## src/rtl/des_round_key_scheduler.sv

```systemverilog
// DES round-key sequencer: walks C/D through the shift schedule and presents PC-2
// subkeys one per handshake, K1..K16 (left rotations) or K16..K1 (right rotations).
module des_round_key_scheduler #(
  parameter bit USE_READY  = 1'b1,
  parameter int NUM_ROUNDS = 16
) (
  input  logic        CLK,
  input  logic        RESET_BAR,
  input  logic        START,
  input  logic        DECRYPT,
  input  logic [28:1] LEFT_CIRCULAR_SHIFT1,
  input  logic [28:1] RIGHT_CIRCULAR_SHIFT1,
  output logic [48:1] SUBKEY,
  output logic        SUBKEY_VALID,
  input  logic        SUBKEY_READY,
  output logic [3:0]  ROUND_NUMBER,
  output logic        BUSY,
  output logic        DONE
);

  typedef enum logic {IDLE = 1'b0, RUN = 1'b1} state_e;

  localparam logic [4:0] LAST_CNT = 5'(NUM_ROUNDS);

  localparam int PC2_TBL [48] = '{
    14, 17, 11, 24,  1,  5,  3, 28, 15,  6, 21, 10,
    23, 19, 12,  4, 26,  8, 16,  7, 27, 20, 13,  2,
    41, 52, 31, 37, 47, 55, 30, 40, 51, 45, 33, 48,
    44, 49, 39, 56, 34, 53, 46, 42, 50, 36, 29, 32
  };

  state_e      state_q;
  logic [28:1] c_q, d_q, c_d, d_d;
  logic [4:0]  cnt_q;
  logic        dec_q;
  logic        done_q;

  logic [28:1] c_r1, d_r1, c_r2, d_r2;
  logic [4:0]  nxt_rnd;
  logic        xfer;

  // Index n moves to n-1 (left) or n+1 (right), wrapping between 1 and 28.
  function automatic logic [28:1] rol1(input logic [28:1] x);
    return {x[1], x[28:2]};
  endfunction

  function automatic logic [28:1] ror1(input logic [28:1] x);
    return {x[27:1], x[28]};
  endfunction

  // Rounds 1, 2, 9 and 16 shift by one; every other round shifts by two.
  function automatic logic two_step(input logic [4:0] rnd);
    return !(rnd == 5'd1 || rnd == 5'd2 || rnd == 5'd9 || rnd == 5'd16);
  endfunction

  assign SUBKEY_VALID = (state_q == RUN);
  assign BUSY         = (state_q == RUN);
  assign DONE         = done_q;
  assign xfer         = SUBKEY_VALID && (SUBKEY_READY || !USE_READY);

  // Decrypt undoes the shift of the key just emitted, i.e. SHIFT[17-CNT].
  assign nxt_rnd = dec_q ? (5'd17 - cnt_q) : (cnt_q + 5'd1);

  assign c_r1 = dec_q ? ror1(c_q)  : rol1(c_q);
  assign d_r1 = dec_q ? ror1(d_q)  : rol1(d_q);
  assign c_r2 = dec_q ? ror1(c_r1) : rol1(c_r1);
  assign d_r2 = dec_q ? ror1(d_r1) : rol1(d_r1);

  assign ROUND_NUMBER = (state_q != RUN) ? 4'd0 :
                        dec_q            ? 4'(5'd16 - cnt_q) :
                                           4'(cnt_q - 5'd1);

  always_comb begin
    c_d = c_q;
    d_d = d_q;
    if (state_q == IDLE) begin
      if (START) begin
        // Total rotation over 16 rounds is 28, so C16/D16 equal C0/D0.
        c_d = DECRYPT ? LEFT_CIRCULAR_SHIFT1  : rol1(LEFT_CIRCULAR_SHIFT1);
        d_d = DECRYPT ? RIGHT_CIRCULAR_SHIFT1 : rol1(RIGHT_CIRCULAR_SHIFT1);
      end
    end else if (xfer && cnt_q != LAST_CNT) begin
      c_d = two_step(nxt_rnd) ? c_r2 : c_r1;
      d_d = two_step(nxt_rnd) ? d_r2 : d_r1;
    end
  end

  always_ff @(posedge CLK or negedge RESET_BAR) begin
    if (!RESET_BAR) begin
      state_q <= IDLE;
      c_q     <= '0;
      d_q     <= '0;
      cnt_q   <= '0;
      dec_q   <= 1'b0;
      done_q  <= 1'b0;
    end else begin
      c_q    <= c_d;
      d_q    <= d_d;
      done_q <= 1'b0;
      case (state_q)
        IDLE: begin
          if (START) begin
            state_q <= RUN;
            cnt_q   <= 5'd1;
            dec_q   <= DECRYPT;
          end
        end
        RUN: begin
          if (xfer) begin
            if (cnt_q == LAST_CNT) begin
              state_q <= IDLE;
              cnt_q   <= '0;
              done_q  <= 1'b1;
            end else begin
              cnt_q <= cnt_q + 5'd1;
            end
          end
        end
        default: state_q <= IDLE;
      endcase
    end
  end

  // PC-2 is pure wiring: CD[1..28] = C, CD[29..56] = D.
  for (genvar n = 1; n <= 48; n++) begin : g_pc2
    localparam int P = PC2_TBL[n-1];
    if (P <= 28) begin : g_c
      assign SUBKEY[n] = c_q[P];
    end else begin : g_d
      assign SUBKEY[n] = d_q[P-28];
    end
  end

endmodule
```

## config.mk

```make
export PLATFORM = sky130hd
export DESIGN_NAME = des_round_key_scheduler
export DESIGN_NICKNAME = d
export VERILOG_FILES = /design/src/rtl/des_round_key_scheduler.sv
export SDC_FILE = /design/constraint.sdc
export NUM_CORES = 1
export LEC_CHECK = 0
export CAP_MARGIN = 20
export CORE_ASPECT_RATIO = 1.4
export CORE_MARGIN = 5
export CORE_UTILIZATION = 57
export DETAILED_ROUTE_END_ITERATION = 8
export GPL_ROUTABILITY_DRIVEN = 0
export PLACE_DENSITY_LB_ADDON = 0.12
export SLEW_MARGIN = 40
export SYNTH_ARGS = -nofsm -noshare
export SYNTH_HDL_FRONTEND = slang
export SYNTH_SLANG_ARGS = --single-unit
```

## constraint.sdc

```tcl
create_clock -name CLK -period 4.1 [get_ports CLK]
set_input_delay 0.82 -clock CLK [delete_from_list [all_inputs] [get_ports CLK]]
set_output_delay 0.82 -clock CLK [all_outputs]
set_load 0.005 [all_outputs]
```

### After elaboration in Yosys (flattened, before gate mapping)

Index checks and enable logic that the tools add are counted.

| word-level totals | value |
|---|---|
| register bits | 64 |
| output and inout bits | 55 |
| word-level logic and storage cells | 57 |

| operators by class | value |
|---|---|
| add/sub/neg operators | 4 |
| equality and inequality tests | 9 |
| multiplexer cells | 28 |
| bitwise operators | 1 |
| reductions and logical operators | 9 |

Operators by type and width:

| cell | number |
|---|---|
| $mux 28 | 14 |
| $mux 5 | 4 |
| $eq 5x5->1 const B | 2 |
| $pmux 5 s2 | 1 |
| $mux 4 | 2 |
| $mux 1 | 6 |
| $reduce_and 2->1 | 3 |
| $add 5x1->5 const B | 1 |
| $eq 5x1->1 const B | 1 |
| $eq 5x2->1 const B | 1 |
| $eq 5x4->1 const B | 1 |
| $ne 5x5->1 const B | 1 |
| $sub 5x5->5 const A | 1 |
| $ne 2x1->1 const B | 2 |
| $sub 1x4->4 const A | 1 |
| $sub 4x1->4 const B | 1 |
| $logic_or 1x1->1 | 3 |
| $logic_and 1x1->1 | 2 |
| $ne 2x2->1 const B | 1 |
| $pmux 1 s2 | 1 |
| $reduce_bool 2->1 | 1 |
| $not 1->1 | 1 |

### Logic depth before layout (Yosys ltp)

Gate-level depths: netlist of run 1.

| logic depth | value |
|---|---|
| depth after elaboration | 9 |
| gate-level depth with buffers | 12 |
| gate-level depth less buffers | 8 |

### Least setup slack after synthesis of run 1

OpenSTA, ideal clock, no wires.

| timing | value |
|---|---|
| path type | reg2reg |
| from | reg dec_q |
| to | reg d_q[28] (netlist bit) |
| library setup time | 136 ps |
| arrival | 2275 ps |
| data required time | 3964 ps |
| setup slack | 1689 ps |
| stages on the path, launching flop included | 13 |
| buffers on the path | 4 |
| period minus slack after synthesis | 2411 ps |
| cells stage by stage | dfrtp_1 buf_4 buf_2 inv_1 ha_1 or3b_1 a211oi_2 a211oi_2 o22a_1 buf_4 buf_6 a211oi_2 o31ai_2 |

| between the ends | value |
|---|---|
| cells in the longest elaborated chain, start to end | 8 |
| elaborated cells on any way between the ends | 13 |
| those cells by class | 4 x eq/ne; 6 x mux; 3 x reduce/logical |

Ends and longest elaborated chain:

| what | RTL line | source |
|---|---|---|
| start, declared | 35 | `logic dec_q;` |
| start signal, assigned | 94 | `dec_q <= 1'b0;` |
| start signal, assigned | 105 | `dec_q <= DECRYPT;` |
| $mux 5 | 62 | `assign nxt_rnd = dec_q ? (5'd17 - cnt_q) : (cnt_q + 5'd1);` |
| $eq 5x1->1 or $eq 5x2->1 (tied branches) | 53 | `return !(rnd == 5'd1 \|\| rnd == 5'd2 \|\| rnd == 5'd9 \|\| rnd == 5'd16);` |
| $logic_or 1x1->1 (3 in a row) | 53 |  |
| $mux 28 (*) | 84 | `d_d = two_step(nxt_rnd) ? d_r2 : d_r1;` |
| $mux 28 (*) | 82 | `end else if (xfer && cnt_q != LAST_CNT) begin` |
| $mux 28 (*) | 76 | `if (state_q == IDLE) begin` |
| end signal, assigned | 92 | `d_q <= '0;` |
| end signal, assigned | 98 | `d_q <= d_d;` |
| end, declared | 33 | `logic [28:1] c_q, d_q, c_d, d_d;` |

Every way passes the cells marked *; elsewhere a longest branch is shown, timed or not. The select of a mux whose other input is x is not followed.
A chain may end at the register's enable or synchronous reset.

### Worst setup path after layout of run 1

| timing | value |
|---|---|
| from | reg cnt_q[0] |
| to | reg d_q[9] (netlist bit) |

| between the ends | value |
|---|---|
| cells in the longest elaborated chain, start to end | 9 |
| elaborated cells on any way between the ends | 17 |
| those cells by class | 2 x add/sub; 6 x eq/ne; 4 x mux; 5 x reduce/logical |

Ends and longest elaborated chain:

| what | RTL line | source |
|---|---|---|
| start, declared | 34 | `logic [4:0] cnt_q;` |
| start signal, assigned | 115 | `cnt_q <= cnt_q + 5'd1;` |
| $add 5x1->5 or $sub 5x5->5 (tied branches) | 62 |  |
| $mux 5 | 62 |  |
| $eq 5x1->1 or $eq 5x2->1 (tied branches) | 53 |  |
| $logic_or 1x1->1 (3 in a row) | 53 |  |
| $mux 28 | 84 |  |
| $mux 28 | 82 |  |
| $mux 28 | 76 |  |

Parallel ways exist; a longest one is shown, timed or not. The select of a mux whose other input is x is not followed.

==> impl_metrics.ini, run 1 <==
[status]
status = finished clean

[worst_setup_path]
path_cells = inv_1, ha_1, mux2i_1, nor4_1, a211oi_2, o22a_2, buf_12, a211oi_1, o31ai_1
max_stage_delay_ps = 700
critPathKind = flop to flop
path_buf_inv = 2
critPathLaunchType = flop
crit_family = compound AO/OA/AOI/OAI gates
crit_path_end_kind = flop
slowest_stage = o22a_2
worstPathArrival_ps = 3460
cp.required_ps = 4310
path_max_fanout = 29

[drt]
ant_nets = 0
drc = 0
dr.first_iter.drc_count = 306
first_pass_iters = 5
vias_per_cell = 6.31
wirelength_mm = 14.6
vias = 5071
wl_per_cell_um = 18.2

[place]
io_buffers = 115
dpl_worst_slack_ps = 919
dpl.hpwl_mm = 10.1
place_area_sq_um = 6490

[sta]
min_period_ps = 3250
setup_violations = 0
hold_viol_final = 0
slew_headroom_pct = 45.6
max_freq_ghz = 0.308
skew_ps = 7.26
tightestPinTransition_ps = 815
fin_crit_sh_pct = 79.3
slew_viol_final = 0
setup_tns_ps = 0
layout_setup_ws_ps = 850
rsz0062_at_grt = false
holdWs_ps = 391

[finish]
layout_commonest_cell = clkdlybuf4s50_1
multi_input_area_sq_um = 3430
fin_area_sq_um = 6790
seqCellArea_sq_um = 1610
layout_common_cells = clkdlybuf4s50_1 (113), a211oi_1 (82), dfrtp_1 (63), nor2_1 (62), nor2b_1 (58)
area_growth_pct = 19.2
drive_gt1_share_pct = 10.2
layout.nets = 732
antennaDiodeCount = 0
fill_cells = 791

[logic_synthesis]
syn-cell-area_sq_um = 5700
syn_nets = 711
ys_async_sr_fraction_pct = 100
syn_inst = 643
synth-seq-cells = 64
dominantRegCellSynth = dfrtp_1
yosys_warnings = 0
ys_seq_area_share_pct = 28.1
syn_area_per_cell_sq_um = 8.86
synth-edff-count = 0
synth.distinct_cells = 40

[power]
power_w = 0.00444
irDropWorstVdd_mv = 0.416
power_density_nw_per_um2 = 654
p_leak_nw = 2.56

[clocking]
cts_tree = done
cts_buffers = 9
htree_levels = 3
postCtsHoldBufs = 0
clk_pin_slew_ps = 60
clock_sinks = 64
post_cts_buffers = 0
clk_latency_ps = 330
cts_root_buf = clkbuf_16
ctsResizeCount = 0
clk_path_buf_depth = 2

[hold_path]
hold_path.class = input port to asynchronous set/reset pin

[global_routing]
antenna_found_initial = 0
first_global_vias = 5058
track_usage_pct = 24.4
grt_pass1_wl_mm = 24.2
grt_max_degree = 85
grt_overflow = 0

[floorplanning]
core_sq_um = 9850
die-area_sq_um = 12100
fp-row-count = 43
die_h_um = 128
dieWidth_um = 94.5
start_util_pct = 57.8
ios = 116

[flow_run]
cap_violations = 0
-- area by class of cell --
class	count	area share, %
clock buffer	13	3.83
clock inverter	3	0.590
inverter	4	0.221
multi-input combinational	460	50.4
sequential	64	23.6
tap	135	2.49
timing repair buffer	125	18.8
-- worst paths after layout --
path                                        to  cells after the start  slack, ps            startpoint
max                         d_q[9]$_DFFE_PN0P_                      9        850  cnt_q[0]$_DFFE_PN0P_
min                        d_q[20]$_DFFE_PN0P_                      1        390             RESET_BAR
max reg2reg                 d_q[9]$_DFFE_PN0P_                      9        850  cnt_q[0]$_DFFE_PN0P_
min reg2reg                c_q[18]$_DFFE_PN0P_                      2        570   c_q[18]$_DFFE_PN0P_
max in group asynchronous  c_q[17]$_DFFE_PN0P_                      3       2820             RESET_BAR
min in group CLK           c_q[18]$_DFFE_PN0P_                      2        570   c_q[18]$_DFFE_PN0P_
-- through the flow --
stage	utilization, %	instances
finish	69.0	804
global route	69.0	804
CTS	68.9	804
detailed placement	65.9	788
global placement	65.2	785
floorplan	-	643
-- synth_stat cells (all sizes together), types with 2 or more instances --
master	n	area share, %
o21ai	9	0.79
inv	4	0.26
ha	7	1.5
xnor2	2	0.31
nor2b	58	6.4
a211oi	114	18
nand3	5	0.44
o31ai	57	7.8
xor2	2	0.31
and2	3	0.33
a21oi	4	0.35
dfrtp	64	28
nand2	4	0.26
nand2b	3	0.33
buf	70	9.1
clkbuf	45	3.0
a31oi	57	6.3
nor2	62	4.1
mux2i	57	10
-- state kept, by name, summed over array words and instances, names as in the netlist --
name	count
BUSY	1
cnt_q	5
DONE	1
c_q	28
d_q	28
dec_q	1
-- metal layers --
metal / routed length, um / track usage, % / vias to the layer above / share of wire [%]
met5: 0 / 0 / - / 0
met4: 198 / 8.84 / 0 / 1.4
met3: 727 / 3.93 / 15 / 5.0
met2: 7560 / 42.9 / 137 / 52
met1: 6150 / 29.8 / 2466 / 42
li1: - / - / 2453 / -
-- power by group --
part / leakage, nW / internal (W) / total [W] / switching [W]
combinational: 1.61 / 0.00123 / 0.00231 / 0.00108
clock: 0.150 / 0.000502 / 0.000775 / 0.000274
sequential: 0.800 / 0.000905 / 0.00135 / 0.000449
total: 2.56 / 0.00264 / 0.00444 / 0.00180
-- kinds of logic (layout without fill, tap and decap cells) --
group                    after synthesis  after routing  synth area share [%]
multiplexers                          57             57                  10.0
adder cells (fa/ha/maj)                7              7                  1.54
AND/OR/NAND/NOR                      143            143                  13.2
AO/OA/AOI/OAI                        249            249                  34.1
buffers and inverters                119            145                  12.3
flip-flops                            64             64                  28.1
XOR/XNOR                               4              4                 0.615
Power figures use the tool's default switching activity.
==> run 2, diff against run 1 <==
Settings changed: CORE_UTILIZATION 57 to 53.
Clock period 4.1 ns to 3.19 ns, I/O delays scaled along.
==> run 2 against run 1 <==
Compared with the run above: clock power up 43%; largest cell class unchanged; first-iteration DRC count down 24%; global-route usage down 2.2 points; sequential cell count unchanged; critical path type unchanged; design area up 1.1%; via count about the same; non-clock buffer count up 5; sequential power up 28%.
==> impl_metrics.ini, run 2 (same netlist as run 1, synthesis figures left out) <==
[sta]
setup_tns_ps = 0
holdWs_ps = 395
skew_ps = 7.22
rsz0062_at_grt = false
fin_crit_sh_pct = 90.6
setup_violations = 0
tightestPinTransition_ps = 619
slew_headroom_pct = 58.7
slew_viol_final = 0
max_freq_ghz = 0.346
hold_viol_final = 0
min_period_ps = 2890

[floorplanning]
dieWidth_um = 97.6
fp-row-count = 44
die-area_sq_um = 12900
die_h_um = 133
core_sq_um = 10500
start_util_pct = 54.4
ios = 116

[drt]
wl_met3_um = 745
wl_met2_mm = 7.33
vias = 5072
first_pass_iters = 4
ant_nets = 0
vias_per_cell = 6.25
wl_met1_mm = 6.48
dr.first_iter.drc_count = 232
top_layer = met4
wl_per_cell_um = 18.1
drc = 0
wirelength_mm = 14.7

[worst_setup_path]
path_max_fanout = 22
slowest_stage = dfrtp_1
worstPathArrival_ps = 3110
path_cells = inv_1, ha_1, or3b_1, a211oi_2, a211oi_2, o22ai_4, buf_16, buf_4, a211oi_1, o31ai_1
crit_path_end_kind = flop
reg2reg_setup_slack_ps = 300
critPathKind = flop to flop
critPathMostFrequentCell = a211oi_2
cp.required_ps = 3410
critPathLaunchType = flop
max_stage_delay_ps = 490

[finish]
drive_gt1_share_pct = 10.8
layout_commonest_cell = clkdlybuf4s50_1
layout_common_cells = clkdlybuf4s50_1 (113), a211oi_1 (82), dfrtp_1 (63), nor2_1 (62), nor2b_1 (58)
fin_area_sq_um = 6870
multi_input_area_sq_um = 3430
layout.nets = 737
fill_cells = 865
area_growth_pct = 20.5
antennaDiodeCount = 0
seqCellArea_sq_um = 1610
reg_top3 = c_q x28, d_q x28, cnt_q x5

[global_routing]
antenna_found_initial = 0
grt_overflow = 0
grt_max_degree = 85
first_global_vias = 4951
track_usage_pct = 22.2
grt_pass1_wl_mm = 24.5

[clocking]
postCtsHoldBufs = 0
cts_buffers = 9
clk_path_buf_depth = 2
post_cts_buffers = 0
htree_levels = 3
cts_tree = done
ctsResizeCount = 0
clock_sinks = 64
clk_latency_ps = 330
cts_root_buf = clkbuf_16
clk_pin_slew_ps = 50

[power]
p_leak_nw = 2.59
p_int_w = 0.00353
power_density_nw_per_um2 = 851
switching_share_pct = 39.6
p_seq_share_pct = 29.6
irDropWorstVdd_mv = 0.524
p_sw_w = 0.00232
clkPwrFrac_pct = 18.9
pwr-share-comb_pct = 51.5

[place]
place_area_sq_um = 6500
dpl.hpwl_mm = 10.0
io_buffers = 115

[status]
status = finished clean

[flow_run]
cap_violations = 0

[hold_path]
hold_path.class = input port to asynchronous set/reset pin
==> run 2: power groups by stage <==
| stage | registers, W | clock network [W] | logic [W] |
|---|---|---|---|
| 2_1_floorplan | 0.00150 | 0 | 0.00243 |
| 3_3_place_gp | 0.00172 | 0 | 0.00289 |
| 3_5_place_dp | 0.00173 | 0 | 0.00296 |
| 4_1_cts | 0.00172 | 0.00112 | 0.00297 |
| 5_1_grt | 0.00179 | 0.00116 | 0.00329 |
| 6_report | 0.00173 | 0.00111 | 0.00301 |
==> run 2: routing by layer <==
metal	GRT usage (%)	vias up
met4	6.54	0
li1	-	2466
met1	29.1	2436
met5	0	-
met2	37.3	159
met3	4.05	11
==> run 2: worst paths after layout <==
path                                           start             endpoint  depth (start not counted)
worst min register to register   c_q[25]$_DFFE_PN0P_  c_q[25]$_DFFE_PN0P_                          2
worst max register to register  cnt_q[0]$_DFFE_PN0P_  d_q[15]$_DFFE_PN0P_                         10
min in group CLK                 c_q[25]$_DFFE_PN0P_  c_q[25]$_DFFE_PN0P_                          2
max in group asynchronous                  RESET_BAR    dec_q$_DFFE_PN0P_                          2
worst min-delay path                       RESET_BAR   d_q[9]$_DFFE_PN0P_                          2
worst max-delay path            cnt_q[0]$_DFFE_PN0P_  d_q[15]$_DFFE_PN0P_                         10
==> run 2: stage by stage <==
stage / power, W / setup WS (ps) / instances / utilization, %
3_3_place_gp: 0.00461 / 278 / 795 / 62.1
2_1_floorplan: 0.00393 / 779 / 643 / -
3_5_place_dp: 0.00469 / 119 / 795 / 62.1
4_1_cts: 0.00581 / 93.4 / 811 / 65.3
5_1_grt: 0.00624 / 96.9 / 812 / 65.6
6_report: 0.00584 / 299 / 812 / 65.6
==> run 2: area by class of cell <==
class | count | area share (%)
sequential | 64 | 23.4
multi-input combinational | 460 | 49.9
inverter | 4 | 0.219
timing repair buffer | 130 | 19.1
tap | 138 | 2.52
clock buffer | 14 | 3.99
clock inverter | 2 | 0.875
==> run 2: critical path, delay by kind of cell, from the launching register on <==
family                   cells  cell delay [ps]
AO/OA/AOI/OAI                5              980
adder cells (fa/ha/maj)      1              260
buffers and inverters        3              620
flip-flops                   1              490
AND/OR/NAND/NOR              1              420
